`config.mk`:
```
export PLATFORM = sky130hd
export DESIGN_NAME = pixel_fetch_ctrl
export DESIGN_NICKNAME = d
export VERILOG_FILES = /design/src/rtl/pixel_fetch_ctrl_pkg.sv /design/src/rtl/ovl_window_calc.sv /design/src/rtl/pixel_fetch_ctrl.sv
export SDC_FILE = /design/constraint.sdc
export NUM_CORES = 1
export LEC_CHECK = 0
export ABC_AREA = 1
export CAP_MARGIN = 5
export CORE_ASPECT_RATIO = 0.75
export CORE_MARGIN = 2
export CORE_UTILIZATION = 59
export CTS_BUF_LIST = sky130_fd_sc_hd__clkbuf_16
export DETAILED_ROUTE_END_ITERATION = 10
export PLACE_DENSITY = 0.94
export SLEW_MARGIN = 20
export SYNTH_ARGS = -nofsm -noshare
export SYNTH_HDL_FRONTEND = slang
export SYNTH_HIERARCHICAL = 1
export SYNTH_SLANG_ARGS = --single-unit
```
`constraint.sdc`:
```
create_clock -name clock -period 7.5 [get_ports clock]
set_input_delay 0.75 -clock clock [delete_from_list [all_inputs] [get_ports clock]]
set_output_delay 0.75 -clock clock [all_outputs]
set_load 0.005 [all_outputs]
```
`src/rtl/pixel_fetch_ctrl_pkg.sv`:
```
// Shared types and default geometry for the pixel fetch controller.
// Holds the FSM state encoding, the default frame/overlay sizes and the transparent key colour.
package pixel_fetch_ctrl_pkg;

    typedef enum logic [1:0] {
        ST_IDLE   = 2'd0,
        ST_ARMED  = 2'd1,
        ST_ACTIVE = 2'd2,
        ST_BLANK  = 2'd3
    } state_e;

    localparam int          DEF_H_ACTIVE  = 640;
    localparam int          DEF_V_ACTIVE  = 480;
    localparam int          DEF_OVL_W     = 128;
    localparam int          DEF_OVL_H     = 128;
    localparam logic [23:0] DEF_KEY_COLOR = 24'hFF00FF;

    // Coordinates are one bit wider than the 10-bit overlay origin so differences never alias.
    localparam int COORD_W    = 11;
    localparam int BG_ADDR_W  = 19;
    localparam int OVL_ADDR_W = 14;

endpackage

```
`src/rtl/ovl_window_calc.sv`:
```
// Combinational overlay window test and overlay RAM address for one pixel position.
// Unsigned 11-bit differences make pixels left of / above the origin land far outside the window.
module ovl_window_calc
    import pixel_fetch_ctrl_pkg::*;
#(
    parameter int OVL_W = DEF_OVL_W,
    parameter int OVL_H = DEF_OVL_H
) (
    input  logic [COORD_W-1:0]    x_i,
    input  logic [COORD_W-1:0]    y_i,
    input  logic [9:0]            ox_i,
    input  logic [9:0]            oy_i,
    output logic                  in_win_o,
    output logic [OVL_ADDR_W-1:0] addr_o
);

    localparam int LOG2_W = $clog2(OVL_W);

    logic [COORD_W-1:0] dx;
    logic [COORD_W-1:0] dy;

    always_comb begin
        dx       = x_i - COORD_W'(ox_i);
        dy       = y_i - COORD_W'(oy_i);
        in_win_o = (dx < COORD_W'(OVL_W)) && (dy < COORD_W'(OVL_H));
        addr_o   = (OVL_ADDR_W'(dy) << LOG2_W) + OVL_ADDR_W'(dx);
    end

endmodule

```
`src/rtl/pixel_fetch_ctrl.sv`:
```
// Scan-out fetch controller: walks the active frame, reads background and overlay RAMs,
// and composites the overlay over the background with a fixed two-cycle latency.
module pixel_fetch_ctrl
    import pixel_fetch_ctrl_pkg::*;
#(
    parameter int          H_ACTIVE  = DEF_H_ACTIVE,
    parameter int          V_ACTIVE  = DEF_V_ACTIVE,
    parameter int          OVL_W     = DEF_OVL_W,
    parameter int          OVL_H     = DEF_OVL_H,
    parameter logic [23:0] KEY_COLOR = DEF_KEY_COLOR
) (
    input  logic        clock,
    input  logic        reset_n,
    input  logic        frame_start,
    input  logic        de,
    input  logic [9:0]  ovl_x,
    input  logic [9:0]  ovl_y,
    output logic [18:0] bg_addr,
    output logic        bg_rd_en,
    input  logic [23:0] bg_data,
    output logic [13:0] ovl_addr,
    output logic        ovl_rd_en,
    input  logic [23:0] ovl_data,
    output logic [23:0] pix_out,
    output logic        pix_valid,
    output logic        line_err
);

    state_e                 state_q, state_d, cur_state;
    logic [COORD_W-1:0]     x_q, x_d, cur_x;
    logic [COORD_W-1:0]     y_q, y_d, cur_y;
    logic [BG_ADDR_W-1:0]   addr_q, addr_d, cur_addr;
    logic [BG_ADDR_W-1:0]   base_q, base_d, cur_base;
    logic [9:0]             ox_q, oy_q, cur_ox, cur_oy;
    logic [OVL_ADDR_W-1:0]  ovl_addr_q, win_addr;
    logic                   in_win;
    logic                   fetch, excess;
    logic                   line_err_q, line_err_d;
    logic                   v1_q, win1_q, zero1_q;
    logic                   pix_valid_q;
    logic [23:0]            pix_out_q;

    // frame_start overrides the stored position so a coincident de is fetched as pixel 0,0.
    always_comb begin
        cur_state = frame_start ? ST_ARMED : state_q;
        cur_x     = frame_start ? '0 : x_q;
        cur_y     = frame_start ? '0 : y_q;
        cur_addr  = frame_start ? '0 : addr_q;
        cur_base  = frame_start ? '0 : base_q;
        cur_ox    = frame_start ? ovl_x : ox_q;
        cur_oy    = frame_start ? ovl_y : oy_q;
    end

    ovl_window_calc #(
        .OVL_W (OVL_W),
        .OVL_H (OVL_H)
    ) u_window (
        .x_i      (cur_x),
        .y_i      (cur_y),
        .ox_i     (cur_ox),
        .oy_i     (cur_oy),
        .in_win_o (in_win),
        .addr_o   (win_addr)
    );

    always_comb begin
        // NOTE: every variable gets a default first so no path through the case infers a latch.
        fetch      = 1'b0;
        excess     = 1'b0;
        state_d    = cur_state;
        x_d        = cur_x;
        y_d        = cur_y;
        addr_d     = cur_addr;
        base_d     = cur_base;
        line_err_d = line_err_q;
        unique case (cur_state)
            ST_ARMED, ST_BLANK: begin
                if (de) begin
                    fetch   = 1'b1;
                    state_d = ST_ACTIVE;
                end
            end
            ST_ACTIVE: begin
                if (de) begin
                    if (cur_x < COORD_W'(H_ACTIVE)) begin
                        fetch = 1'b1;
                    end else begin
                        excess     = 1'b1;
                        line_err_d = 1'b1;
                    end
                end else begin
                    if (cur_x < COORD_W'(H_ACTIVE)) line_err_d = 1'b1;
                    x_d     = '0;
                    y_d     = cur_y + COORD_W'(1);
                    base_d  = cur_base + BG_ADDR_W'(H_ACTIVE);
                    addr_d  = cur_base + BG_ADDR_W'(H_ACTIVE);
                    state_d = (cur_y + COORD_W'(1) == COORD_W'(V_ACTIVE)) ? ST_IDLE : ST_BLANK;
                end
            end
            default: ;
        endcase
        if (fetch) begin
            x_d    = cur_x + COORD_W'(1);
            addr_d = cur_addr + BG_ADDR_W'(1);
        end
    end

    assign bg_rd_en  = fetch && reset_n;
    assign bg_addr   = cur_addr;
    assign ovl_rd_en = bg_rd_en && in_win;
    assign ovl_addr  = ovl_rd_en ? win_addr : ovl_addr_q;
    assign pix_out   = pix_out_q;
    assign pix_valid = pix_valid_q;
    assign line_err  = line_err_q;

    // NOTE: sequential state uses non-blocking assignments so every register samples pre-edge values.
    always_ff @(posedge clock) begin
        if (!reset_n) begin
            state_q     <= ST_IDLE;
            x_q         <= '0;
            y_q         <= '0;
            addr_q      <= '0;
            base_q      <= '0;
            ox_q        <= '0;
            oy_q        <= '0;
            ovl_addr_q  <= '0;
            line_err_q  <= 1'b0;
            v1_q        <= 1'b0;
            win1_q      <= 1'b0;
            zero1_q     <= 1'b0;
            pix_valid_q <= 1'b0;
            pix_out_q   <= '0;
        end else begin
            state_q     <= state_d;
            x_q         <= x_d;
            y_q         <= y_d;
            addr_q      <= addr_d;
            base_q      <= base_d;
            ox_q        <= cur_ox;
            oy_q        <= cur_oy;
            ovl_addr_q  <= ovl_addr;
            line_err_q  <= line_err_d;
            v1_q        <= fetch || excess;
            win1_q      <= ovl_rd_en;
            zero1_q     <= excess;
            pix_valid_q <= v1_q;
            // RAM data is present in the cycle after the fetch; excess pixels output black.
            if (v1_q) begin
                if (zero1_q)
                    pix_out_q <= '0;
                else if (win1_q && ovl_data != KEY_COLOR)
                    pix_out_q <= ovl_data;
                else
                    pix_out_q <= bg_data;
            end
        end
    end

endmodule

```
* Yosys cells after proc, flatten, opt, wreduce, memory -nomap -nowiden
Index checks and enable logic that the tools add are counted.
Word-level totals: input bits 72, register bits 125, output and inout port bits 61
Cells by class: multiplexer cells 34, equal/unequal tests 6, reductions and logical operators 8, add/subtract/negate cells 7, order comparisons 3
Operators by type and width (count):
- two-way mux 19 bit | 7
- two-way mux 11 bit | 7
- two-way mux 24 bit | 2
- != test 24 bit (second input constant) | 1
- adder 11 x 1 -> 11 bit (second input constant) | 2
- less-than comparator 11 x 8 -> 1 bit (second input constant) | 2
- subtractor 11 x 10 -> 11 bit | 2
- two-way mux 10 bit | 2
- adder 19 x 1 -> 19 bit (second input constant) | 1
- adder 19 x 10 -> 19 bit (second input constant) | 1
- adder 14 x 11 -> 14 bit | 1
- two-way mux 14 bit | 1
- equality test 11 x 9 -> 1 bit (second input constant) | 1
- less-than comparator 11 x 10 -> 1 bit (second input constant) | 1
- two-way mux 1 bit | 9
- two-way mux 2 bit | 4
- equality test 2 bit (second input constant) | 2
- logical AND 1 bit | 4
- case mux 2 bit (2 select lines) | 1
- AND reduction 3 bit | 1
- equality test 2 x 1 -> 1 bit (second input constant) | 1
- != test 2 bit (second input constant) | 1
- case mux 1 bit (2 select lines) | 1
- nonzero test 2 bit | 1
- other kinds (2) | 2

* Longest topological paths before layout
word-level depth 8, gate-level depth with buffers 29

* By module
Netlist, hierarchy kept.
By module, submodules not included:
- pixel_fetch_ctrl | area an instance 6595.1 µm², instances 1, cells an instance 991
- ovl_window_calc | area an instance 1442.6 µm², instances 1, cells an instance 272

* Worst setup path before layout
Ideal clock, no wire load.
kind input-to-output, start point input port frame_start, end point output port ovl_addr[13], slack 2.739 ns, arrival 4.011 ns, data required time 6.750 ns, stages on the path 23, path buffers 5, cell sequence buf_6 > buf_2 > buf_2 > buf_2 > buf_2 > nand2_1 > nand2_1 > ha_1 > inv_1 > fa_1 > nand2_1 > nand2_1 > nand3_1 > nand3_1 > nand2_1 > inv_1 > fa_1 > a31oi_1 > and2b_1 > nand3_1 > nand2_1 > o21ai_0 > inv_1
Between the ends: elaborated cells between the ends (all ways) 22
RTL lines:
- from (decl) | RTL line pixel_fetch_ctrl.sv:14 | input logic frame_start,
- two-way mux 10 bit | RTL line pixel_fetch_ctrl.sv:50 | cur_ox = frame_start ? ovl_x : ox_q;
- via cur_ox[0] | RTL line pixel_fetch_ctrl.sv:34 | logic [9:0] ox_q, oy_q, cur_ox, cur_oy;
- subtractor 11 x 10 -> 11 bit | RTL line ovl_window_calc.sv:23 | dx = x_i - COORD_W'(ox_i);
- adder 14 x 11 -> 14 bit | RTL line ovl_window_calc.sv:26 | addr_o = (OVL_ADDR_W'(dy) << LOG2_W) + OVL_ADDR_W'(dx);
- via win_addr[13] | RTL line pixel_fetch_ctrl.sv:35 | logic [OVL_ADDR_W-1:0] ovl_addr_q, win_addr;
- two-way mux 14 bit | RTL line pixel_fetch_ctrl.sv:111 | assign ovl_addr = ovl_rd_en ? win_addr : ovl_addr_q;
- to (decl) | RTL line pixel_fetch_ctrl.sv:21 | output logic [13:0] ovl_addr,
The timed path passes the listed nets, and every way through them passes these cells.

* Worst setup path in the final report
start point input port frame_start, end point output port ovl_addr[13]
Between the ends: elaborated cells between the ends (all ways) 22
RTL lines:
- two-way mux 11 bit | RTL line pixel_fetch_ctrl.sv:46 | cur_x = frame_start ? '0 : x_q;
- via cur_x[0] | RTL line pixel_fetch_ctrl.sv:30 | logic [COORD_W-1:0] x_q, x_d, cur_x;
- subtractor 11 x 10 -> 11 bit | RTL line ovl_window_calc.sv:23
- adder 14 x 11 -> 14 bit | RTL line ovl_window_calc.sv:26
- via win_addr[13] | RTL line pixel_fetch_ctrl.sv:35
- two-way mux 14 bit | RTL line pixel_fetch_ctrl.sv:111
The timed path passes the listed nets, and every way through them passes these cells.

==> run_results.csv <==
group,metric,value,unit
run_status,outcome,"completed",
drt,detail_route.iter0.violations,795,
clocking,cts_buffers,17,
clocking,cts.htree.levels,4,
final_layout,diodes,0,
sta,rsz0062_at_grt,"false",
min_path,worst_hold_path_type,"reg2reg",
drt,routedWlPerCell,14.3,µm
critical_path,cp.required,6750,ps
die,pin_count,133,
critical_path,critical_path.reg2reg.endpoint,"ovl_addr_q[13]",
critical_path,critPathSlowestCell,"sky130_fd_sc_hd__buf_2",
pwr,design_power_total,0.00179,W
critical_path,source_of_the_critical_timing_path,"frame_start",
sta,fin_skew,9.80,ps
die,floorplan.initialDensity,61.1,%
drt,drc,0,
critical_path,worst_setup_path_end_kind,"output pin",
critical_path,r2r_start,"x_q[0]",
die,dieArea,14600,µm²
synthesis,syn_area_per_cell,6.36,µm²
drt,route.vias.total,8465,
clocking,clk_pin_slew,60,ps
sta,max_freq,0.164,GHz
synthesis,yosysWarnings,6,
sta,fin_crit_sh,81.3,%
place,placement.setup.worst_slack,1620,ps
sta,setup_total_negative_slack,0,ps
final_layout,final_net_count,1476,
clocking,cts.sinks,125,
grt,global_route_usage_sum,30.3,%
clocking,tritoncts_clock_tree,"yes",
critical_path,r2r.worst_path.cells,19,
grt,grt_first_pass_wirelength,36.5,mm
grt,global_route_total_overflow,0,
synthesis,yosysSeqAreaShare,31.1,%
final_layout,utilization,75.4,%
critical_path,worstPathArrival,5350,ps
place,routabilityCongestion,0.912,
sta,final_period_minus_worst_setup_slack,6100,ps
drt,detail_route.vias_per_cell,5.44,
final_layout,num-fill-cells,924,
synthesis,yosys_reg_bits,125,
critical_path,worst_setup_path_endpoint,"ovl_addr[13]",
job,drv.max_cap_violation_count,0,
drt,final_antenna_net_count,0,
sta,timing_worst_slew_pin_value,877,ps
die,fp.dieH,105,µm
synthesis,netlist_instances,1263,
grt,vias_in_the_first_global_route,7828,
critical_path,slowest_delay,620,ps
die,dieWidth,139,µm
drt,finalWirelength,22.2,mm
sta,finalHoldViolCount,0,
critical_path,cp_cell_sequence,"buf_2 > inv_4 > nand2_1 > inv_1 > inv_1 > ha_1 > inv_1 > fa_1 > nand2_1 > nand2_1 > nand3_1 > nand3_1 > nand2_1 > inv_1 > fa_1 > a31oi_1 > and2b_1 > nand3_1 > nand2_1 > o21ai_0 > inv_1 > clkdlybuf4s50_1",
die,fp.coreArea,13200,µm²
critical_path,critPathKind,"in2out",
place,io_buffers,132,
pwr,vdd_drop_max,0.189,mV
place,dp.final_hpwl,15.0,mm
grt,initial_antenna_violation_count,0,
sta,setup_ws,1400,ps
clocking,bufs_on_longest_clock_path,2,
critical_path,critical_path.startpoint_type,"primary input",
synthesis,ys_types,48,
die,num_rows,36,
synthesis,syn_nets,1368,
sta,max-slew-margin-rel,41.3,%
sta,maxSlewViolCount,0,
final_layout,flow.area_growth_from_synthesis,23.4,%
drt,drt_pre_antenna_iters,5,
sta,setup-violations-final,0,
critical_path,timing.reg2reg.setup_slack,4160,ps
critical_path,worst_path_max_fanout,57,
clocking,later_pin_clock_latency_in_the_skew_report,430,ps
pwr,cellLeakagePower,4.63,nW
clocking,cts.root.buffer_cell,"sky130_fd_sc_hd__clkbuf_16",
grt,maximum_number_of_pins_on_one_net_before_global_route_repair,69,
synthesis,synth_area,8040,µm²
pwr,power-per-cell-area,180,nW/µm²
final_layout,share_of_cells_above_drive_strength_1,7.15,%
clocking,ctsResizeCount,0,
clocking,cts.hold.buffers_added,0,
clocking,post_cts_buffers,0,
==> critical path, delay by kind of cell <==
kind	cells	cell delay, ps
AOI/OAI and AO/OA	2	450
and+or+nand+nor	9	1150
buffers and inverters	8	1940
adders and majority gates	3	1050
==> cells in the mapped netlist, drive strengths merged <==
library cell,n,area [µm²]
xnor2,10,103
inv,207,780
o21bai,3,22.5
nand3b,1,7.51
dfxtp,125,2500
clkinv,1,5.00
or2,19,119
and2b,1,7.51
xor2,12,105
nor3,11,76.3
a31oi,3,18.8
and2,1,6.26
buf,26,183
nand2,379,1480
nand4,17,106
o31ai,4,30.0
fa,3,60.1
a32oi,1,8.76
o21ai,50,262
o211ai,31,233
a311oi,1,8.76
a22oi,2,15.0
ha,30,375
a211oi,3,22.5
o22ai,2,12.5
clkbuf,21,78.8
nor2,145,619
a21oi,98,498
nand3,54,270
a32o,2,20.0
==> worst min path at each step <==
stage	startpoint	end	slack [ps]	depth (start not counted)
2_1_floorplan	v1_q	pix_valid	420	2
3_3_place_gp	base_q[3]	base_q[3]	430	2
3_5_place_dp	base_q[1]	base_q[1]	440	2
4_1_cts	base_q[0]	base_q[0]	450	2
5_1_grt	base_q[3]	base_q[3]	470	2
6_report	base_q[1]	base_q[1]	450	2
==> placed cells by master (no fill, tap or decap), types with 6 or more instances in the layout <==
cell type / n
sky130_fd_sc_hd__o21ai_1: 9
sky130_fd_sc_hd__nand4_1: 17
sky130_fd_sc_hd__inv_6: 6
sky130_fd_sc_hd__o21ai_0: 40
sky130_fd_sc_hd__nor2_1: 123
sky130_fd_sc_hd__xor2_1: 12
sky130_fd_sc_hd__clkdlybuf4s50_1: 131
sky130_fd_sc_hd__o211ai_1: 31
sky130_fd_sc_hd__nor2_2: 18
sky130_fd_sc_hd__inv_2: 8
sky130_fd_sc_hd__or2_2: 6
sky130_fd_sc_hd__ha_1: 30
sky130_fd_sc_hd__dfxtp_1: 125
sky130_fd_sc_hd__nor3_1: 8
sky130_fd_sc_hd__a21oi_1: 96
sky130_fd_sc_hd__inv_1: 198
sky130_fd_sc_hd__or2_1: 12
sky130_fd_sc_hd__nand3_1: 54
sky130_fd_sc_hd__xnor2_1: 8
sky130_fd_sc_hd__nand2_2: 12
sky130_fd_sc_hd__clkbuf_16: 17
sky130_fd_sc_hd__nand2_1: 363
==> metal layers <==
| layer | global-route usage, % | part of all wire [%] |
|---|---|---|
| met1 | 38.9 | 43 |
| met2 | 50.6 | 47 |
| met3 | 5.55 | 7.7 |
| met4 | 12.0 | 2.6 |
| met5 | 0 | 0 |
==> sequential cells by signal, indices dropped and copies added, names as in the netlist <==
signal      cells
win1_q          1
pix_out        24
line_err        1
base_q         19
addr_q         19
zero1_q         1
oy_q           10
ovl_addr_q     14
pix_valid       1
x_q            11
y_q            11
v1_q            1
ox_q           10
state_q         2
==> cell type report <==
type / count / area [µm²] / area share [%]
well taps: 171 / 214 / 2.16
multi-input cells: 883 / 4490 / 45.3
clock inverters: 15 / 154 / 1.55
inverters: 208 / 785 / 7.91
repair buffers: 136 / 1350 / 13.6
clock buffers: 17 / 425 / 4.29
flip-flops and latches: 125 / 2500 / 25.2
==> power breakdown <==
part	leakage, nW	internal, W	total, W	switching, W
logic	3.34	0.000116	0.000278	0.000162
registers	1.02	0.000684	0.000693	0.00000903
clock network	0.276	0.000467	0.000817	0.000350
==> stage by stage <==
step           instances  area (µm²)  hold WS [ps]
6_report            1555        9920           447
5_1_grt             1555        9920           469
4_1_cts             1555        9920           450
3_5_place_dp        1523        9340           439
3_3_place_gp        1523        9340           432
2_1_floorplan       1263        8040           419
==> kinds of logic after synthesis <==
family / synth area share (%)
AOI/OAI and AO/OA: 14.3
xor gates and xnor gates: 2.58
adders and majority gates: 5.42
buffers and inverters: 13.0
DFF: 31.1
and+or+nand+nor: 33.5
Power figures use the tool's default switching activity.
